--- src/rtl/truth_table_capture_pkg.sv ---
// rtl/truth_table_capture_pkg.sv - shared state encodings and counter width for the truth-table capture block
package truth_table_capture_pkg;

  typedef enum logic [2:0] {
    TT_IDLE   = 3'd0,
    TT_WAIT   = 3'd1,
    TT_SETTLE = 3'd2,
    TT_CHECK  = 3'd3,
    TT_DONE   = 3'd4
  } tt_state_e;

  localparam int TT_CNT_W = 8;

endpackage

--- src/rtl/truth_table_capture_if.sv ---
// rtl/truth_table_capture_if.sv - input-vector handshake between the stimulus source and the capture block
interface truth_table_capture_if #(
  parameter int N_IN = 3
);

  logic            in_valid;
  logic            in_ready;
  logic [N_IN-1:0] in_vec;
  logic            in_out;

  modport master (
    output in_valid,
    output in_vec,
    output in_out,
    input  in_ready
  );

  modport slave (
    input  in_valid,
    input  in_vec,
    input  in_out,
    output in_ready
  );

endinterface

--- src/rtl/tt_settle_timer.sv ---
// rtl/tt_settle_timer.sv - loadable down-counter that flags when the settle window has elapsed
module tt_settle_timer
  import truth_table_capture_pkg::*;
(
  input  logic                clk,
  input  logic                rst_n,
  input  logic                i_load,
  input  logic                i_dec,
  input  logic [TT_CNT_W-1:0] i_load_val,
  output logic                o_zero
);

  logic [TT_CNT_W-1:0] r_cnt;

  always_ff @(posedge clk or negedge rst_n) begin
    if (!rst_n) begin
      r_cnt <= '0;
    end else if (i_load) begin
      r_cnt <= i_load_val;
    end else if (i_dec && (r_cnt != '0)) begin
      r_cnt <= r_cnt - 1'b1;
    end
  end

  assign o_zero = (r_cnt == '0);

endmodule

--- src/rtl/truth_table_capture.sv ---
// rtl/truth_table_capture.sv - captures a truth table row per handshake and checks it against a golden table
// Optional conflict detection is built when TT_CAPTURE_CONFLICT_EN is defined.
module truth_table_capture
  import truth_table_capture_pkg::*;
#(
  parameter int                    N_IN       = 3,
  parameter int                    SETTLE_CYC = 2,
  parameter logic [(1<<N_IN)-1:0]  EXPECTED   = 8'hE8
) (
  input  logic                 clk,
  input  logic                 rst_n,
  input  logic                 start,
  truth_table_capture_if.slave bus,
  output logic [(1<<N_IN)-1:0] table_q,
  output logic [(1<<N_IN)-1:0] cov_mask,
  output logic                 busy,
  output logic                 done,
  output logic                 mismatch,
  output logic                 conflict
);

  localparam int                  W         = 1 << N_IN;
  localparam logic [TT_CNT_W-1:0] SETTLE_LD = TT_CNT_W'(SETTLE_CYC);

  tt_state_e       r_state;
  logic [N_IN-1:0] r_idx;
  logic [W-1:0]    r_table;
  logic [W-1:0]    r_cov;
  logic            r_in_ready;
  logic            r_busy;
  logic            r_done;
  logic            r_mismatch;

  logic            w_accept;
  logic            w_zero;
  logic            w_sample;
  logic [W-1:0]    w_row;
  logic [W-1:0]    w_cov_next;

  assign w_accept   = (r_state == TT_WAIT) && bus.in_valid && r_in_ready;
  assign w_sample   = (r_state == TT_SETTLE) && w_zero;
  assign w_row      = {{(W-1){1'b0}}, 1'b1} << r_idx;
  assign w_cov_next = r_cov | w_row;

  tt_settle_timer u_timer (
    .clk        (clk),
    .rst_n      (rst_n),
    .i_load     (w_accept && !start),
    .i_dec      (r_state == TT_SETTLE),
    .i_load_val (SETTLE_LD),
    .o_zero     (w_zero)
  );

  // start outranks every other event, so it is checked ahead of the state case.
  always_ff @(posedge clk or negedge rst_n) begin
    if (!rst_n) begin
      r_state    <= TT_IDLE;
      r_idx      <= '0;
      r_table    <= '0;
      r_cov      <= '0;
      r_in_ready <= 1'b0;
      r_busy     <= 1'b0;
      r_done     <= 1'b0;
      r_mismatch <= 1'b0;
    end else if (start) begin
      r_state    <= TT_WAIT;
      r_table    <= '0;
      r_cov      <= '0;
      r_in_ready <= 1'b1;
      r_busy     <= 1'b1;
      r_done     <= 1'b0;
      r_mismatch <= 1'b0;
    end else begin
      case (r_state)
        TT_WAIT: begin
          if (w_accept) begin
            r_idx      <= bus.in_vec;
            r_in_ready <= 1'b0;
            r_state    <= TT_SETTLE;
          end
        end
        TT_SETTLE: begin
          if (w_zero) begin
            r_table[r_idx] <= bus.in_out;
            r_cov          <= w_cov_next;
            // Completion depends on which rows are covered, not on how many samples arrived.
            if (&w_cov_next) begin
              r_state <= TT_CHECK;
            end else begin
              r_state    <= TT_WAIT;
              r_in_ready <= 1'b1;
            end
          end
        end
        TT_CHECK: begin
          r_mismatch <= (r_table != EXPECTED);
          r_busy     <= 1'b0;
          r_done     <= 1'b1;
          r_state    <= TT_DONE;
        end
        TT_DONE: begin
          r_state <= TT_DONE;
        end
        default: begin
          r_state <= TT_IDLE;
        end
      endcase
    end
  end

`ifdef TT_CAPTURE_CONFLICT_EN
  logic r_conflict;

  always_ff @(posedge clk or negedge rst_n) begin
    if (!rst_n) begin
      r_conflict <= 1'b0;
    end else if (start) begin
      r_conflict <= 1'b0;
    end else if (w_sample && r_cov[r_idx] && (bus.in_out != r_table[r_idx])) begin
      r_conflict <= 1'b1;
    end
  end

  assign conflict = r_conflict;
`else
  assign conflict = 1'b0;
`endif

  assign bus.in_ready = r_in_ready;
  assign table_q      = r_table;
  assign cov_mask     = r_cov;
  assign busy         = r_busy;
  assign done         = r_done;
  assign mismatch     = r_mismatch;

endmodule

--- src/flat_wrapper.sv ---
// flat-port wrapper written by rule: the top's interface ports become plain ports
module truth_table_capture_flat import truth_table_capture_pkg::*;
#(
  parameter int                    N_IN       = 3,
  parameter int                    SETTLE_CYC = 2,
  parameter logic [(1<<N_IN)-1:0]  EXPECTED   = 8'hE8
)
  (clk, rst_n, start, table_q, cov_mask, busy, done, mismatch, conflict, bus_in_valid, bus_in_vec, bus_in_out, bus_in_ready);
  truth_table_capture_if #(.N_IN(N_IN)) bus_i ();
  input  logic clk;
  input  logic rst_n;
  input  logic start;
  output logic [(1<<N_IN)-1:0] table_q;
  output logic [(1<<N_IN)-1:0] cov_mask;
  output logic busy;
  output logic done;
  output logic mismatch;
  output logic conflict;
  input wire logic [$bits(bus_i.in_valid)-1:0] bus_in_valid;
  input wire logic [$bits(bus_i.in_vec)-1:0] bus_in_vec;
  input wire logic [$bits(bus_i.in_out)-1:0] bus_in_out;
  output wire logic [$bits(bus_i.in_ready)-1:0] bus_in_ready;
  assign bus_i.in_valid = bus_in_valid;
  assign bus_i.in_vec = bus_in_vec;
  assign bus_i.in_out = bus_in_out;
  assign bus_in_ready = bus_i.in_ready;
  truth_table_capture #(.N_IN(N_IN), .SETTLE_CYC(SETTLE_CYC), .EXPECTED(EXPECTED)) u_core (.clk(clk), .rst_n(rst_n), .start(start), .bus(bus_i), .table_q(table_q), .cov_mask(cov_mask), .busy(busy), .done(done), .mismatch(mismatch), .conflict(conflict));
endmodule
--- config.mk ---
export PLATFORM = sky130hd
export DESIGN_NAME = truth_table_capture_flat
export DESIGN_NICKNAME = d
export VERILOG_FILES = /design/src/rtl/truth_table_capture_pkg.sv /design/src/rtl/truth_table_capture_if.sv /design/src/rtl/tt_settle_timer.sv /design/src/rtl/truth_table_capture.sv /design/src/flat_wrapper.sv
export SDC_FILE = /design/constraint.sdc
export NUM_CORES = 1
export LEC_CHECK = 0
export CORE_UTILIZATION = 52
export CTS_BUF_LIST = sky130_fd_sc_hd__clkbuf_8 sky130_fd_sc_hd__clkbuf_16
export DETAILED_ROUTE_END_ITERATION = 8
export PLACE_DENSITY_LB_ADDON = 0.05
export SLEW_MARGIN = 20
export SYNTH_ARGS = -nofsm -noshare
export SYNTH_HDL_FRONTEND = slang
export SYNTH_SLANG_ARGS = --single-unit
--- constraint.sdc ---
create_clock -name clk -period 2.85 [get_ports clk]
set_input_delay 0.855 -clock clk [delete_from_list [all_inputs] [get_ports clk]]
set_output_delay 0.855 -clock clk [all_outputs]
set_load 0.01 [all_outputs]
Yosys cells after proc, flatten, opt, wreduce, memory -nomap -nowiden
Index checks and enable logic that the tools add are counted.
{"block": "totals", "elab_cells": 69, "inputBits": 8, "register_bits": 34}
{"block": "op_classes", "n_eq_ne": 8, "bitwise": 2, "order_cmp": 2, "shift": 1, "n_addsub": 1, "n_reduce_logical": 19, "n_mux": 27}
{"operator": "$mux 8", "count": 8}
{"operator": "$mux 1", "count": 11}
{"operator": "$mux 3", "count": 3}
{"operator": "$pmux 3 s3", "count": 1}
{"operator": "$bwmux 8", "count": 1}
{"operator": "$logic_not 8->1", "count": 1}
{"operator": "$ne 8x8->1 const B", "count": 1}
{"operator": "$or 8x8->8", "count": 1}
{"operator": "$reduce_and 8->1", "count": 1}
{"operator": "$reduce_bool 2->1", "count": 4}
{"operator": "$reduce_bool 8->1", "count": 1}
{"operator": "$shl 1x3->8 const A", "count": 1}
{"operator": "$sub 8x1->8 const B", "count": 1}
{"operator": "$eq 3x2->1 const B", "count": 2}
{"operator": "$ne 3x2->1 const B", "count": 2}
{"operator": "$logic_and 1x1->1", "count": 5}
{"operator": "$lt 3x4->1 const B", "count": 1}
{"operator": "$reduce_and 2->1", "count": 2}
{"operator": "$reduce_and 4->1", "count": 1}
{"operator": "$demux 1 s3", "count": 1}
{"operator": "$eq 3x1->1 const B", "count": 1}
{"operator": "$eq 3x3->1 const B", "count": 1}
{"operator": "$ge 3x1->1 const B", "count": 1}
{"operator": "$ne 3x3->1 const B", "count": 1}
{"operator": "other kinds (7)", "count": 7}

Logic depth before layout (Yosys ltp)
{"block": "logic_depth", "word_depth": 8, "ltp_mapped": 7, "mapped_depth_nobuf": 6}

Modules after synthesis
Synthesis repeated with hierarchy kept, for this count alone.
{"block": "unflattened", "cells_unflattened": 184, "hier_area_um2": 1899.3}
{"mod": "truth_table_capture", "cells_each": 126, "area_per_inst_um2": 1371.3, "n_inst": 1, "seq_area_each_um2": 650.6}
{"mod": "tt_settle_timer", "cells_each": 58, "area_per_inst_um2": 528.0, "n_inst": 1, "seq_area_each_um2": 200.2}

Worst setup path after synthesis
No wires, ideal clock.
{"block": "synth_timing", "kind": "flip-flop to flip-flop", "start": "register u_core.u_timer.r_cnt[0]", "end": "register u_core.r_table[7] (netlist: u_core.table_q[7])", "path_slack_ns": 0.799, "n_path_buf": 1, "path_stages_with_launch": 8, "arrival_ns": 1.919, "required_ns": 2.718, "path_cell_list": "dfrtp_1 -> inv_1 -> ha_1 -> or3b_2 -> clkbuf_1 -> or4_4 -> mux2i_1 -> nor2_1"}
{"block": "synth_via", "elab_chain_cells": 3}
{"item": "from (decl)", "line_no": "tt_settle_timer.sv:13", "text": "logic [TT_CNT_W-1:0] r_cnt;"}
{"item": "from (signal assigned)", "line_no": "tt_settle_timer.sv:19", "text": "r_cnt <= i_load_val;"}
{"item": "from (signal assigned)", "line_no": "tt_settle_timer.sv:21", "text": "r_cnt <= r_cnt - 1'b1;"}
{"item": "$logic_not 8->1", "line_no": "tt_settle_timer.sv:25", "text": "assign o_zero = (r_cnt == '0);"}
{"item": "$reduce_bool 2->1 (no source line)"}
{"item": "$reduce_and 2->1 (no source line)"}
{"item": "to (signal, indexed assignment)", "line_no": "truth_table_capture.sv:84", "text": "r_table[r_idx] <= bus.in_out;"}
{"item": "to (decl)", "line_no": "truth_table_capture.sv:27", "text": "logic [W-1:0] r_table;"}
Every way passes these cells.
A chain may end at the register's enable or synchronous reset.

Worst setup path after layout
{"block": "layout_timing", "start": "input bus_in_valid", "end": "register u_core.r_idx[1]"}
{"block": "layout_via", "elab_chain_cells": 3}
{"item": "from (decl)", "line_no": "flat_wrapper.sv:19", "text": "input wire logic [$bits(bus_i.in_valid)-1:0] bus_in_valid;"}
{"item": "$logic_and 1x1->1 (2 in series)", "line_no": "truth_table_capture.sv:40", "text": "assign w_accept = (r_state == TT_WAIT) && bus.in_valid && r_in_ready;"}
{"item": "$reduce_and 3->1 (no source line)"}
{"item": "to (signal assigned)", "line_no": "truth_table_capture.sv:77", "text": "r_idx <= bus.in_vec;"}
{"item": "to (decl)", "line_no": "truth_table_capture.sv:26", "text": "logic [N_IN-1:0] r_idx;"}
Every way passes these cells.

==> impl_summary.txt <==
----------------------------------------------------
[GRT]
  Via count of the first global-routing pass ... 1447
  Antenna violations before repair ... 0
  Largest net degree at the start of global routing ... 35
  Wire length of the first global-routing pass ... 6890 microns
  Remaining global-route overflow ... 0
  Tot GR Track Use ... 0.266

[CTS]
  Clock transition time at the flip-flop clock pins of the worst setup and hold paths ... 0.07 ns
  Number of CTS-inserted buffers ... 5
  Number of buffers added to fix hold violations after cts ... 0
  Clock Tree Root ... sky130_fd_sc_hd__clkbuf_8
  Clock latency of the later-clocked register in the worst-skew pair ... around 0.29 ns
  Post-CTS setup buffer count ... 0
  CTS sink cnt ... 34
  Number of gates resized after cts ... 0
  Number of levels the H-tree was split into ... 2
  Maximum count of clock buffers along a single path ... 2
  Clock tree from TritonCTS ... yes

[Pwr]
  Largest vdd supply drop ... 0.000425 V
  Overall power consumption ... 1240 uW
  Flop pwr share ... 0.487
  Internal Dissipation ... between 800 and 900 uW
  Power share of the clock group ... 0.290
  Leakage Power ... 0.000966 uW
  Fraction of power spent switching nets ... 0.328
  Power dissipated by switching net loads ... 408 uW
  Power per cell area ... 582 nW/um^2
  Logic gate share of total power ... 0.223

[Critical path]
  Type of origin of the critical path ... input port
  Setup CP Type ... input port to flip-flop
  Crit-path max FO ... 10
  Required arrival time at the worst endpoint ... 3.08 ns
  Kind of capture point of the worst setup path ... flip-flop
  Arr. time, crit path ... 2.44 ns

[Finish]
  Area of combinational cells with multiple inputs ... 800 sq um
  Number of nets in the finished design ... ~220
  Share of final-layout standard cells stronger than drive strength 1 ... 0.0813
  FF+latch area ... 851 sq um
  Diode insertion count for antenna repair ... 0
  Area growth syn-to-layout ... 21.9%
  Number of fill cells in the layout ... between 200 and 300

[Placement]
  Count of port buffers added during placement ... 27
  DP Worst Slack ... between 0.3 and 0.4 ns
  Total half-perimeter wirelength after legalization and detailed placement ... 2810 microns
  Final RePlAce weighted congestion ... 0.852

[Detailed routing]
  Starting DRT DRC Count ... 121
  Total via count in the routed design ... 1503
  Post-detailed-route via-to-cell ratio ... around 6
  Detailed-routing iteration count for the pre-antenna-repair pass ... 4
  Routed WL per cell ... 16.0 microns
  Routed wire length ... between 4000 and 5000 microns
  Drt drc ... 0
  Number of antenna-violating nets in the routed design ... 0

[Synthesis]
  Cell area after technology mapping ... 1750 sq um
  Cell types occupying the most area after synthesis ... sky130_fd_sc_hd__dfrtp_1 (49%), sky130_fd_sc_hd__nor2_1 (3.9%), sky130_fd_sc_hd__a21oi_1 (3.7%), sky130_fd_sc_hd__mux2i_1 (3.4%), sky130_fd_sc_hd__nand2_1 (3.2%)
  Synth cell types ... 46
  Synth Register Bits ... 34
  Synthesized netlist cell count ... 183
  Library cell occupying the most area in the post-synthesis netlist ... sky130_fd_sc_hd__dfrtp_1
  Sequential cell area fraction in the yosys report ... 0.485
  Synth warnings ... 0
  Average cell area after synthesis ... 9.59 sq um
  Nets in the synthesized netlist ... 192
  Area share of the leading cell type in the synthesized netlist ... 0.485

[Floorplan]
  Overall die area ... roughly 3600 sq um
  I/O pin cnt ... 29
  Number of standard-cell rows in the floorplan ... 20
  Standard cell core area ... 3130 sq um
  Effective utilization at floorplan ... 0.561
  Die Y ... 60.1 microns
  Die boundary width ... 60.1 microns

[Timing]
  Final hold vios ... 0
  Number of endpoints failing setup at the final stage ... 0
  Max Freq ... 0.453 GHz
  Sum of negative setup slack ... 0 ns
  Slew Limit Fails ... 0
  Smallest setup slack after layout ... 0.641 ns
  Actual transition at the worst max-transition pin ... about 0.83 ns
  Clock tree skew after final layout ... 0.00317 ns
  Unrepaired setup endpoints after global routing ... false
  Min Hold Slack ... 0.510 ns
  Final period util ... 0.775
  Minimum period implied by the final worst setup slack ... around 2.2 ns
  Remaining max-slew budget at the tightest pin ... 0.448

[Min path]
  Worst hold path type ... flip-flop to flip-flop

[Flow run]
  Number of maximum-capacitance violations ... 0

[Outcome]
  Run status ... complete, no violations

----------------------------------------------------
[critical path, stage by stage]
cell and delay [ns]:
sky130_fd_sc_hd__clkdlybuf4s50_1 0.48, sky130_fd_sc_hd__nor4bb_1 0.44, sky130_fd_sc_hd__and3_1 0.47, sky130_fd_sc_hd__nand2_1 0.11, sky130_fd_sc_hd__nand2_1 0.07
[cell families after synthesis]
kind of cell               Yosys count  share of synthesized area
other                                1                    0.00214
AOI/OAI and AO/OA                   35                      0.130
DFF                                 34                      0.485
xor gates and xnor gates             4                     0.0200
buffers and inverters               24                     0.0592
muxes                                6                     0.0342
and+or+nand+nor                     78                      0.262
adders and majority gates            1                    0.00713
[metal layers]
layer | vias to the layer above | GRT usage | wire length (microns)
met3 | 12 | 0.0498 | 248
met4 | 0 | 0.146 | 108
li1 | 699 | - | -
met1 | 741 | 0.360 | 1820
met5 | - | 0 | 0
met2 | 51 | 0.398 | 1880
[metrics by stage]
stage	utilization	instance area (sq um)	cells
floorplan	-	1750	183
global placement	0.654	2050	245
detailed placement	0.654	2050	245
CTS	0.684	2140	253
global route	0.684	2140	253
finish	0.684	2140	253
[cell type report]
class | count | share of cell area
clock buffer | 6 | 0.0386
clock inverter | 2 | 0.00410
inverter | 11 | 0.0193
multi-input combinational | 125 | 0.374
sequential | 34 | 0.398
tap | 44 | 0.0257
timing repair buffer | 31 | 0.140
[cell usage after synthesis (all sizes together)]
cell / instances
nand2b: 1
a21bo: 1
nor4b: 2
or4: 2
a31oi: 1
ha: 1
nand3: 6
or3: 3
nor4: 2
nor2: 18
a2111o: 1
and3: 1
nand4: 7
conb: 1
a221o: 1
a32oi: 1
mux2i: 6
nor3b: 4
nor3: 3
o21ai: 5
or3b: 2
and4b: 2
nand2: 15
clkbuf: 9
xnor2: 2
and3b: 4
a211oi: 2
nor4bb: 3
and4: 1
nor2b: 2
o211ai: 5
xor2: 2
o31ai: 3
dfrtp: 34
a21oi: 13
a21o: 1
a41oi: 1
inv: 11
buf: 4
[power groups by stage]
stage	Combinational (uW)	Clock, uW	Sequential (uW)
4_1_cts	276	368	605
3_3_place_gp	263	0	608
6_report	278	361	606
2_1_floorplan	220	0	576
5_1_grt	310	391	617
3_5_place_dp	272	0	614
[state kept, by name, indices dropped and copies added, names as in the netlist]
name	cells
u_core.u_timer.r_cnt	8
u_core.bus.in_ready	1
u_core.done	1
u_core.r_idx	3
u_core.mismatch	1
u_core.table_q	8
u_core.cov_mask	8
u_core.busy	1
u_core.r_state	3
[final timing paths]
kind	slack (ns)	to	start	cells past startpoint
worst max-delay path	0.64	u_core.r_idx[1]$_DFFE_PN0P_	bus_in_valid	5
worst min-delay path	0.51	u_core.done$_DFFE_PN0P_	u_core.done$_DFFE_PN0P_	2
worst max register to register	0.67	u_core.table_q[2]$_DFFE_PN0P_	u_core.u_timer.r_cnt[0]$_DFFE_PN0P_	6
worst min register to register	0.51	u_core.done$_DFFE_PN0P_	u_core.done$_DFFE_PN0P_	2
max in group asynchronous	1.57	u_core.r_idx[1]$_DFFE_PN0P_	rst_n	2
min in group asynchronous	0.97	u_core.u_timer.r_cnt[5]$_DFFE_PN0P_	rst_n	2
[cell usage in the layout (no fill, tap or decap), drive strengths merged, types with 4 or more instances in the layout]
cell type	n
a21oi	13
buf	4
nand3	6
inv	12
nor2	18
o21ai	5
clkdlybuf4s50	27
mux2i	6
nand2	15
o211ai	5
clkbuf	6
nand4	7
and3b	4
nor3b	4
dfrtp	34
Power figures use the tool's default switching activity.
